File: src/rtl/serial_adder.sv
// Bit-serial adder: adds two WIDTH-bit operands LSB-first, one bit per clock.
// Optional subtract mode is enabled by defining SERIAL_ADDER_SUB_EN.
module serial_adder #(
  parameter int WIDTH = 8
) (
  input  logic             clk,
  input  logic             rst,
  input  logic             start,
  input  logic [WIDTH-1:0] a,
  input  logic [WIDTH-1:0] b,
  input  logic             cin,
`ifdef SERIAL_ADDER_SUB_EN
  input  logic             sub,
`endif
  output logic             busy,
  output logic             done,
  output logic [WIDTH-1:0] sum,
  output logic             cout
);

  localparam int CW = (WIDTH > 2) ? $clog2(WIDTH) : 1;

  typedef enum logic [1:0] {
    IDLE = 2'd0,
    RUN  = 2'd1,
    DONE = 2'd2
  } state_t;

  state_t           state;
  state_t           state_next;
  logic [WIDTH-1:0] op_a;
  logic [WIDTH-1:0] op_b;
  logic             carry;
  logic [CW-1:0]    count;
  logic             accept;
  logic             last;
  logic             sub_eff;
  logic [1:0]       fa;

  // Returns {carry_out, sum_bit} of a single full-adder stage.
  function automatic logic [1:0] full_add(input logic x, input logic y, input logic c);
    full_add = {(x & y) | (c & (x ^ y)), x ^ y ^ c};
  endfunction

`ifdef SERIAL_ADDER_SUB_EN
  assign sub_eff = sub;
`else
  assign sub_eff = 1'b0;
`endif

  assign fa = full_add(op_a[0], op_b[0], carry);

  // Next-state logic and the start/last-bit qualifiers.
  always_comb begin
    state_next = state;
    accept     = 1'b0;
    last       = (count == CW'(WIDTH - 1));
    case (state)
      IDLE: begin
        if (start) begin
          state_next = RUN;
          accept     = 1'b1;
        end else begin
          state_next = IDLE;
        end
      end
      RUN: begin
        if (last) begin
          state_next = DONE;
        end else begin
          state_next = RUN;
        end
      end
      DONE: begin
        if (start) begin
          state_next = RUN;
          accept     = 1'b1;
        end else begin
          state_next = IDLE;
        end
      end
      default: begin
        state_next = IDLE;
      end
    endcase
  end

  // State register with registered status flags.
  always_ff @(posedge clk) begin
    if (rst) begin
      state <= IDLE;
      busy  <= 1'b0;
      done  <= 1'b0;
    end else begin
      state <= state_next;
      busy  <= (state_next == RUN);
      done  <= (state_next == DONE);
    end
  end

  // Operand capture and one-bit-per-cycle datapath; subtraction stores ~b with carry 1.
  always_ff @(posedge clk) begin
    if (rst) begin
      op_a  <= {WIDTH{1'b0}};
      op_b  <= {WIDTH{1'b0}};
      carry <= 1'b0;
      count <= {CW{1'b0}};
      sum   <= {WIDTH{1'b0}};
      cout  <= 1'b0;
    end else if (accept) begin
      op_a  <= a;
      op_b  <= sub_eff ? ~b : b;
      carry <= sub_eff ? 1'b1 : cin;
      count <= {CW{1'b0}};
      sum   <= {WIDTH{1'b0}};
    end else if (state == RUN) begin
      op_a  <= {1'b0, op_a[WIDTH-1:1]};
      op_b  <= {1'b0, op_b[WIDTH-1:1]};
      carry <= fa[1];
      sum   <= {fa[0], sum[WIDTH-1:1]};
      if (last) begin
        count <= {CW{1'b0}};
        cout  <= fa[1];
      end else begin
        count <= count + CW'(1);
      end
    end else begin
      count <= count;
    end
  end

endmodule

File: config.mk
export PLATFORM = sky130hd
export DESIGN_NAME = serial_adder
export DESIGN_NICKNAME = d
export VERILOG_FILES = /design/src/rtl/serial_adder.sv
export SDC_FILE = /design/constraint.sdc
export NUM_CORES = 1
export LEC_CHECK = 0
export ABC_AREA = 0
export BUFFER_PORTS_ARGS = -buffer_cell sky130_fd_sc_hd__buf_2
export CAP_MARGIN = 15
export CORE_MARGIN = 2
export CORE_UTILIZATION = 50
export DETAILED_ROUTE_END_ITERATION = 10
export PLACE_DENSITY = 0.75
export SETUP_SLACK_MARGIN = 0.15
export SYNTH_ARGS = -nofsm -noshare
export SYNTH_HDL_FRONTEND = slang
export SYNTH_SLANG_ARGS = --single-unit
File: constraint.sdc
create_clock -name clk -period 3.1 [get_ports clk]
set_input_delay 0.465 -clock clk [delete_from_list [all_inputs] [get_ports clk]]
set_output_delay 0.465 -clock clk [all_outputs]
set_load 0.01 [all_outputs]
==> metrics.txt, run 1 <==
outcome=complete, no violations; drt total wl=2560 um; CTS tree=yes; clock transition at the registers of the reported paths=about 0.10 ns; core outline area=0.00248 mm2; via count=1121; Slew HR=37.2%; Yosys warning count=0; post-route ant nets=0; filler instances=between 200 and 250; max-cap violations=0; CTS HTree Levels=2; crit share post-route=a little over half; cts bufs inserted=5; slowest CP cell=nand2b_1; Final min period=about 1.7 ns; maximum clock frequency=about 600 MHz; worst vdd ir=around 0.38 mV; Net count, final=197; Root Buffer=clkbuf_4; Setup crit start kind=register; drt wl/cell=12.5 um; via count of the first global-routing pass=983; die area=0.00304 mm2; CP arrival=approximately 1.9 ns; Syn Inst Count=149; DRC marker count from the first detailed-route iteration=24; Cell Area, Synth=0.00131 mm2; largest net degree at the start of global routing=29; endpoint class of the critical path=register; CP Max Fanout=28; GP Congestion=0.671; Die Ht=55.1 um; Clock power frac=between 20% and 30%; worst-margin pin slew=0.942 ns; internal cell power=between 0.0005 and 0.0006 W; std cell rows=18; most common cell after layout, fill and taps aside=dfxtp_1; antenna cells=0; I/O Buffers=30; vias per cell=5.47; leakage power total=0.595 nW; Ports=31; GR Overflow Total=0; Mapped Nets=172; global-route wire length before repair=4220 um; CP cell instances=nand2b_1 > or3_1 > a21oi_1; PwrDens=538 mW/mm2; Buf/Inv on CP=0; fin. max-slew vios=0; Top delay family on crit path=simple AND/OR/NAND/NOR gates; CTS Sinks=33; Clock Path Buffers=2; slowest stage delay, CP=0.57 ns; Reg power frac=roughly three fifths; GRT Resource Usage Total=20.0%; endpoints failing hold=0; Post-CTS Resized=0; layout cell share with drive strength beyond 1=21.7%; RSZ-0062 raised after global routing=no; clk_lat worst skew=roughly 0.34 ns; Layout area overhead=11.8%; remaining routing DRC violations=0; Crit Path Class=register to register; Comb pwr share=12.4%; number of hold buffers added after CTS=0; Starting Density=between 50% and 60%; Fin Clk Skew=approximately 0.013 ns; Tot Pwr=0.000785 W; most frequent cells in the layout=dfxtp_1, nand2_1, buf_2; switching share of power=27.0%; Worst Path Required=3.35 ns; DIE WIDTH=~55 um; flops & latches, synth=33; average size of a mapped cell=8.77 um2; Worst Hold Class=primary input to register; total negative slack=0 ns; postcts setup bufs=0; Seq/Total Area, Yosys=50.6%; First-pass DRT Iterations=4; Netlist cell types=22; Switch Pwr=0.000212 W; final setup violation count=0; initial antenna violation count=0; HPWL after detailed placement=1710 um
## worst register-to-register path: cells and delay by family (launching register included)
kind | cells | cell delay (ns)
flops | 1 | 0.33
compound gates | 1 | 0.15
simple gates | 2 | 1.09
## cell usage after synthesis, drive strengths merged
cell type	number	area [um2]
and2b	2	15.0
o22ai	8	50.1
nand3b	1	7.51
a311oi	5	43.8
buf	10	77.6
or3	1	6.26
nand2b	3	21.3
a21oi	14	70.1
mux2i	2	20.0
nand2	32	120
o21a	1	7.51
clkbuf	2	7.51
nand3	3	15.0
fa	1	20.0
nor3	18	90.1
dfxtp	33	661
nor2	9	33.8
ha	2	25.0
a22oi	2	15.0
## kinds of logic (layout without fill, tap and decap cells)
kind of cell	Yosys count	in the layout	share of synthesized area, %
adder cells (fa/ha/maj)	3	3	3.45
buffers and inverters	12	38	6.51
multiplexers	2	2	1.53
AO/OA/AOI/OAI	30	30	14.3
AND/OR/NAND/NOR	69	69	23.7
flip-flops	33	33	50.6
## routing by layer
metal	vias up	wire length [um]	share of wire, %	GRT usage (%)
met1	520	1140	45	24.6
li1	565	-	-	-
met5	-	0	0	0
met2	36	1270	50	31.5
met4	0	0	0	7.32
met3	0	148	5.8	8.06
## metrics by stage
step           worst slack (ns)  utilization (%)  std cells  hold WS [ns]  instance area (um2)
2_1_floorplan              1.88                -        149         0.440                 1310
3_3_place_gp               1.51             56.9        197         0.440                 1410
3_5_place_dp               1.44             56.9        197         0.455                 1410
4_1_cts                    1.43             58.9        205         0.393                 1460
5_1_grt                    1.22             58.9        205         0.402                 1460
6_report                   1.44             58.9        205         0.412                 1460
## path summary, 6_finish.rpt
kind                  startpoint               endpoint  slack (ns)  depth (start not counted)
min reg2reg  sum[6]$_SDFFE_PP0N_    sum[5]$_SDFFE_PP0N_        0.46                          2
max reg2reg  state[1]$_SDFF_PP0_  count[0]$_SDFFE_PP0N_        1.44                          3
min                         a[5]   op_a[5]$_SDFFE_PP0P_        0.41                          3
max          state[1]$_SDFF_PP0_  count[0]$_SDFFE_PP0N_        1.44                          3
## power by group through the flow
stage          Combinational (W)  Sequential, W  Clock [W]
2_1_floorplan          0.0000820       0.000469          0
3_3_place_gp           0.0000932       0.000470          0
3_5_place_dp           0.0000983       0.000471          0
4_1_cts                0.0000982       0.000462   0.000233
5_1_grt                 0.000111       0.000465   0.000252
6_report               0.0000975       0.000462   0.000226
## area by class of cell
| cell class | instances | area, um2 | area share [%] |
|---|---|---|---|
| clock inverter | 2 | 10.0 | 0.686 |
| multi-input combinational | 104 | 561 | 38.4 |
| clock buffer | 6 | 41.3 | 2.83 |
| tap | 30 | 37.5 | 2.57 |
| timing repair buffer | 30 | 150 | 10.3 |
| sequential | 33 | 661 | 45.2 |
## sequential cells by signal, indices dropped and copies added, names as in the netlist
| name | count |
|---|---|
| op_b | 8 |
| carry | 1 |
| sum | 8 |
| busy | 1 |
| state | 2 |
| count | 3 |
| op_a | 8 |
| done | 1 |
| cout | 1 |
(Power assumes the default switching activity.)
==> run 2, diff against run 1 <==
==> constraint.sdc (replaced) <==
create_clock -name clk -period 1.72 [get_ports clk]
set_input_delay 0.258 -clock clk [delete_from_list [all_inputs] [get_ports clk]]
set_output_delay 0.258 -clock clk [all_outputs]
set_load 0.01 [all_outputs]
==> metrics.txt, run 2 (synthesis results as in run 1) <==
leakage power total=0.618 nW; Switch Pwr=0.000367 W; drt total wl=2770 um; core outline area=0.00248 mm2; remaining routing DRC violations=0; global-route wire length before repair=4490 um; metal2 WL=1370 um; HPWL after detailed placement=1990 um; Largest regs=op_a (8), op_b (8), sum (8); Layout area overhead=14.9%; vias per cell=5.44; internal cell power=0.00108 W; Post-CTS Resized=0; post-route worst setup slack=slightly below 0.4 ns; drt wl/cell=13.3 um; worst-margin pin slew=around 0.44 ns; Final min period=1.33 ns; clk_lat worst skew=0.32 ns; placed cell count=202; clock transition at the registers of the reported paths=0.09 ns; DR WL met3=125 um; outcome=complete, no violations; number of hold buffers added after CTS=0; First-pass DRT Iterations=4; Reg power frac=57.5%; worst hold slack=0.127 ns; DP Area=~0.0014 mm2; Crit Path Class=register to register; post-route ant nets=0; Clock Path Buffers=2; DIE WIDTH=~55 um; cts bufs inserted=5; GR Overflow Total=0; uppermost routed layer=met4; total negative slack=0 ns; postcts setup bufs=0; Setup crit start kind=register; Fin Clk Skew=approximately 0.0087 ns; Slew HR=70.6%; crit share post-route=77.2%; max-cap violations=0; CTS tree=yes; Worst Path Required=1.97 ns; WL met1=1250 um; CTS Sinks=33; final setup violation count=0; CP Max Fanout=4; CP arrival=1.57 ns; endpoints failing hold=0; layout cell share with drive strength beyond 1=23.5%; Root Buffer=clkbuf_4; final cell count without fillers=approximately 210; die area=0.00304 mm2; antenna cells=0; via count=about 1100; DRC marker count from the first detailed-route iteration=27; maximum clock frequency=753 MHz; RSZ-0062 raised after global routing=no; Clock power frac=a little under 30%; Die Ht=roughly 55 um; Ports=31; worst vdd ir=0.644 mV; via count of the first global-routing pass=approximately 1000; CTS HTree Levels=2; Net count, final=around 200; dpl ws=0.405 ns; Starting Density=52.7%; most common cell after layout, fill and taps aside=dfxtp_1; most frequent cells in the layout=dfxtp_1, nand2_1, buf_2; Final Cell Area=0.00150 mm2; endpoint class of the critical path=register; initial antenna violation count=0; std cell rows=18; GRT Resource Usage Total=21.1%; filler instances=238; Worst Hold Class=primary input to register; PwrDens=965 mW/mm2; I/O Buffers=30; GP Congestion=0.771; Comb pwr share=13.2%; largest net degree at the start of global routing=22; fin. max-slew vios=0; switching share of power=25.3%
[run 2: path summary, 6_finish.rpt]
kind	start	slack, ns	to	cells past startpoint
setup / recovery	count[0]$_SDFFE_PP0N_	0.39	count[0]$_SDFFE_PP0N_	4
hold / removal	rst	0.13	op_b[0]$_SDFFE_PP0P_	2
setup reg to reg	count[0]$_SDFFE_PP0N_	0.39	count[0]$_SDFFE_PP0N_	4
hold reg to reg	sum[0]$_SDFFE_PP0N_	0.46	sum[0]$_SDFFE_PP0N_	2
[run 2: final cells by class]
type	instances	area [um2]	area share (%)
Timing Repair Buffer	35	188	12.5
Multi-Input combinational cell	104	561	37.3
Tap cell	30	37.5	2.50
Sequential cell	33	661	44.0
Clock buffer	7	55.1	3.67
[run 2: per-stage QoR]
step / utilization [%] / power (W)
CTS: 60.6 / 0.00147
floorplan: - / 0.000993
global route: 60.6 / 0.00152
finish: 60.6 / 0.00145
detailed placement: 58.4 / 0.00104
global placement: 58.4 / 0.00103
[run 2: critical path, stage by stage, from the launching register on]
cell     delay [ns]
dfxtp_1        0.33
ha_1           0.20
ha_1           0.23
or3_1          0.36
a21oi_1        0.14
[run 2: power by group through the flow]
| stage | clock network (W) | logic, W | registers (W) |
|---|---|---|---|
| floorplan | 0 | 0.000148 | 0.000845 |
| global placement | 0 | 0.000182 | 0.000847 |
| detailed placement | 0 | 0.000191 | 0.000851 |
| CTS | 0.000441 | 0.000191 | 0.000834 |
| global route | 0.000471 | 0.000213 | 0.000839 |
| finish | 0.000425 | 0.000191 | 0.000833 |
[run 2: per-layer routing]
layer / global-route usage [%] / vias to the layer above
met3: 6.45 / 4
met2: 34.3 / 26
met4: 9.35 / 0
met1: 25.7 / 528
met5: 0 / -
li1: - / 578
==> run 3, diff against run 2 <==
--- a/config.mk
+++ b/config.mk
@@ -5,13 +5,13 @@
 export SDC_FILE = /design/constraint.sdc
 export NUM_CORES = 1
 export LEC_CHECK = 0
-export ABC_AREA = 0
+export ABC_AREA = 1
 export BUFFER_PORTS_ARGS = -buffer_cell sky130_fd_sc_hd__buf_2
 export CAP_MARGIN = 15
 export CORE_MARGIN = 2
-export CORE_UTILIZATION = 50
+export CORE_UTILIZATION = 48
 export DETAILED_ROUTE_END_ITERATION = 10
-export PLACE_DENSITY = 0.75
+export PLACE_DENSITY = 0.74
 export SETUP_SLACK_MARGIN = 0.15
 export SYNTH_ARGS = -nofsm -noshare
 export SYNTH_HDL_FRONTEND = slang
==> constraint.sdc (replaced) <==
create_clock -name clk -period 1.15 [get_ports clk]
set_input_delay 0.1725 -clock clk [delete_from_list [all_inputs] [get_ports clk]]
set_output_delay 0.1725 -clock clk [all_outputs]
set_load 0.01 [all_outputs]
==> metrics.txt, run 3 <==
DIE WIDTH=60.9 um; leakage power total=1.04 nW; most common cell after layout, fill and taps aside=nand2_1; Largest regs=op_a (8), op_b (8), sum (8); Slew HR=about nine tenths; multi-input logic area=776 um2; maximum clock frequency=approximately 880 MHz; crit share post-route=between 90% and 100%; CP Max Fanout=2; Layout area overhead=39.1%; via count of the first global-routing pass=approximately 1300; filler instances=between 200 and 250; core outline area=about 0.0031 mm2; most frequent cell after synthesis=nand2_1; I/O Buffers=30; Syn Inst Count=209; largest net degree at the start of global routing=18; endpoint class of the critical path=register; endpoints failing hold=0; Die Ht=60.9 um; via count=1444; cts bufs inserted=5; Yosys warning count=0; Final min period=between 1 and 1.5 ns; switching share of power=30.4%; drt total wl=about 3500 um; Root Buffer=clkbuf_4; average size of a mapped cell=7.45 um2; CTS HTree Levels=2; Cell Area, Synth=0.00156 mm2; final setup violation count=0; Setup crit start kind=register; GR Overflow Total=0; worst vdd ir=0.717 mV; GP Congestion=approximately 0.81; First-pass DRT Iterations=6; Netlist cell types=25; Worst Path Required=1.43 ns; Synth Flop Type=dfxtp_1; cell taking the most area after synthesis=dfxtp_1; Worst Setup SP=op_a[0]$_SDFFE_PP0P_; GRT Resource Usage Total=19.5%; Worst Hold Class=primary input to register; Crit Path Class=register to register; die area=0.00371 mm2; Seq/Total Area, Yosys=42.4%; clock transition at the registers of the reported paths=0.11 ns; Net count, final=284; drt wl/cell=11.4 um; number of hold buffers added after CTS=0; largest cells by area after synthesis=dfxtp_1, nand2_1, inv_1; HPWL after detailed placement=~2200 um; post-route ant nets=0; worst-margin pin slew=approximately 0.16 ns; Worst R2R Start=op_a[0]$_SDFFE_PP0P_; fin. max-slew vios=0; most frequent cells in the layout=nand2_1, inv_1, nor2_1, buf_2, dfxtp_1; antenna cells=0; Post-synth EDFFs=0; r2r worst-path depth=3; Starting Density=~50%; global-route wire length before repair=5360 um; worst hold slack=0.123 ns; Mapped Nets=232; Switch Pwr=0.000734 W; clk_lat worst skew=0.34 ns; vias per cell=4.72; Comb pwr share=between 20 and 25%; hold_sp=a[7]; remaining routing DRC violations=0; RSZ-0062 raised after global routing=yes; Fin Clk Skew=0.0195 ns; share of synthesized registers carrying an async set or reset=0%; initial antenna violation count=0; CTS Sinks=33; flops & latches, synth=33; std cell rows=20; Reg power frac=52.0%; PwrDens=~1100 mW/mm2; max-cap violations=0; CTS tree=yes; top cells by instance count after synthesis=nand2_1, dfxtp_1, inv_1, nor2_1, a21oi_1; Yosys top cell area share=42.4%; outcome=complete, no violations; Ports=31; total negative slack=0 ns; DRC marker count from the first detailed-route iteration=80; Hold Crit Depth=3; Clock power frac=between 20% and 30%; register area=679 um2; Clock Path Buffers=2; internal cell power=0.00168 W; CP arrival=1.42 ns; layout cell share with drive strength beyond 1=42.7%
## run 3: changes by cell type in the layout (fill, tap and decap cells not counted), sizes merged, moves of 3 or more
| cell | previous run | this run |
|---|---|---|
| a21oi | 14 | 19 |
| a311oi | 5 | 0 |
| buf | 35 | 49 |
| clkinv | 0 | 3 |
| inv | 0 | 33 |
| nand2 | 32 | 64 |
| nand2b | 3 | 0 |
| nand3 | 3 | 14 |
| nor2 | 9 | 24 |
| nor3 | 18 | 1 |
| o21ai | 0 | 9 |
| o22ai | 8 | 0 |
## run 3: area by class of cell
cell class | count | share of cell area [%]
timing repair buffer | 52 | 20.8
tap | 44 | 2.54
multi-input combinational | 135 | 35.8
clock buffer | 5 | 1.73
inverter | 32 | 6.36
sequential | 33 | 31.4
timing repair inverter | 2 | 0.520
clock inverter | 3 | 0.809
## run 3: what timing repair did
item / CTS / global route
gates cloned: 0 / 5
setup endpoints to repair: 39 / 38
gates resized for setup: 24 / 31
endpoints found under the hold margin: 0 / 0
buffers inserted: 2 / 5
pin swaps: 6 / 7
## run 3: path summary, 6_finish.rpt
check | endpoint | slack, ns
worst max-delay path | sum[7]$_SDFFE_PP0N_ | 0.01
worst min-delay path | op_a[7]$_SDFFE_PP0P_ | 0.12
worst max register to register | sum[7]$_SDFFE_PP0N_ | 0.01
worst min register to register | sum[0]$_SDFFE_PP0N_ | 0.48
## run 3: power by group through the flow
stage / clock network [W] / registers (W) / logic (W)
2_1_floorplan: 0 / 0.00126 / 0.000304
3_3_place_gp: 0 / 0.00128 / 0.000401
3_5_place_dp: 0 / 0.00128 / 0.000406
4_1_cts: 0.000645 / 0.00125 / 0.000432
5_1_grt: 0.000703 / 0.00126 / 0.000573
6_report: 0.000639 / 0.00126 / 0.000519
## run 3: metrics by stage
step	cell area [um2]	instances	setup WS, ns	utilization, %	total power, W
2_1_floorplan	1560	209	0.0921	-	0.00157
3_3_place_gp	1780	286	0.0405	57.9	0.00168
3_5_place_dp	1780	286	0.0182	57.9	0.00168
4_1_cts	1920	296	0.0326	62.3	0.00233
5_1_grt	2160	306	-0.0374	70.3	0.00254
6_report	2160	306	0.0125	70.3	0.00241
## run 3: per-layer routing
| metal | part of all wire, % | track usage, % |
|---|---|---|
| met4 | 1.2 | 7.45 |
| met5 | 0 | 0 |
| met1 | 41 | 23.6 |
| met2 | 54 | 33.0 |
| met3 | 4.5 | 5.33 |
## run 3: cells by family (layout without fill, tap and decap cells)
| logic type | count (synthesis) | after routing | synth area share, % |
|---|---|---|---|
| buffers and inverters | 41 | 94 | 13.5 |
| DFF | 33 | 33 | 42.4 |
| adders and majority gates | 3 | 3 | 2.89 |
| AOI/OAI and AO/OA | 28 | 28 | 10.7 |
| and+or+nand+nor | 104 | 104 | 30.5 |
## run 3: worst max-delay path, stage by stage, from the launching register on
cell and delay (ns):
dfxtp_2 0.34, fa_2 0.56, nand2_1 0.05, a21oi_1 0.13
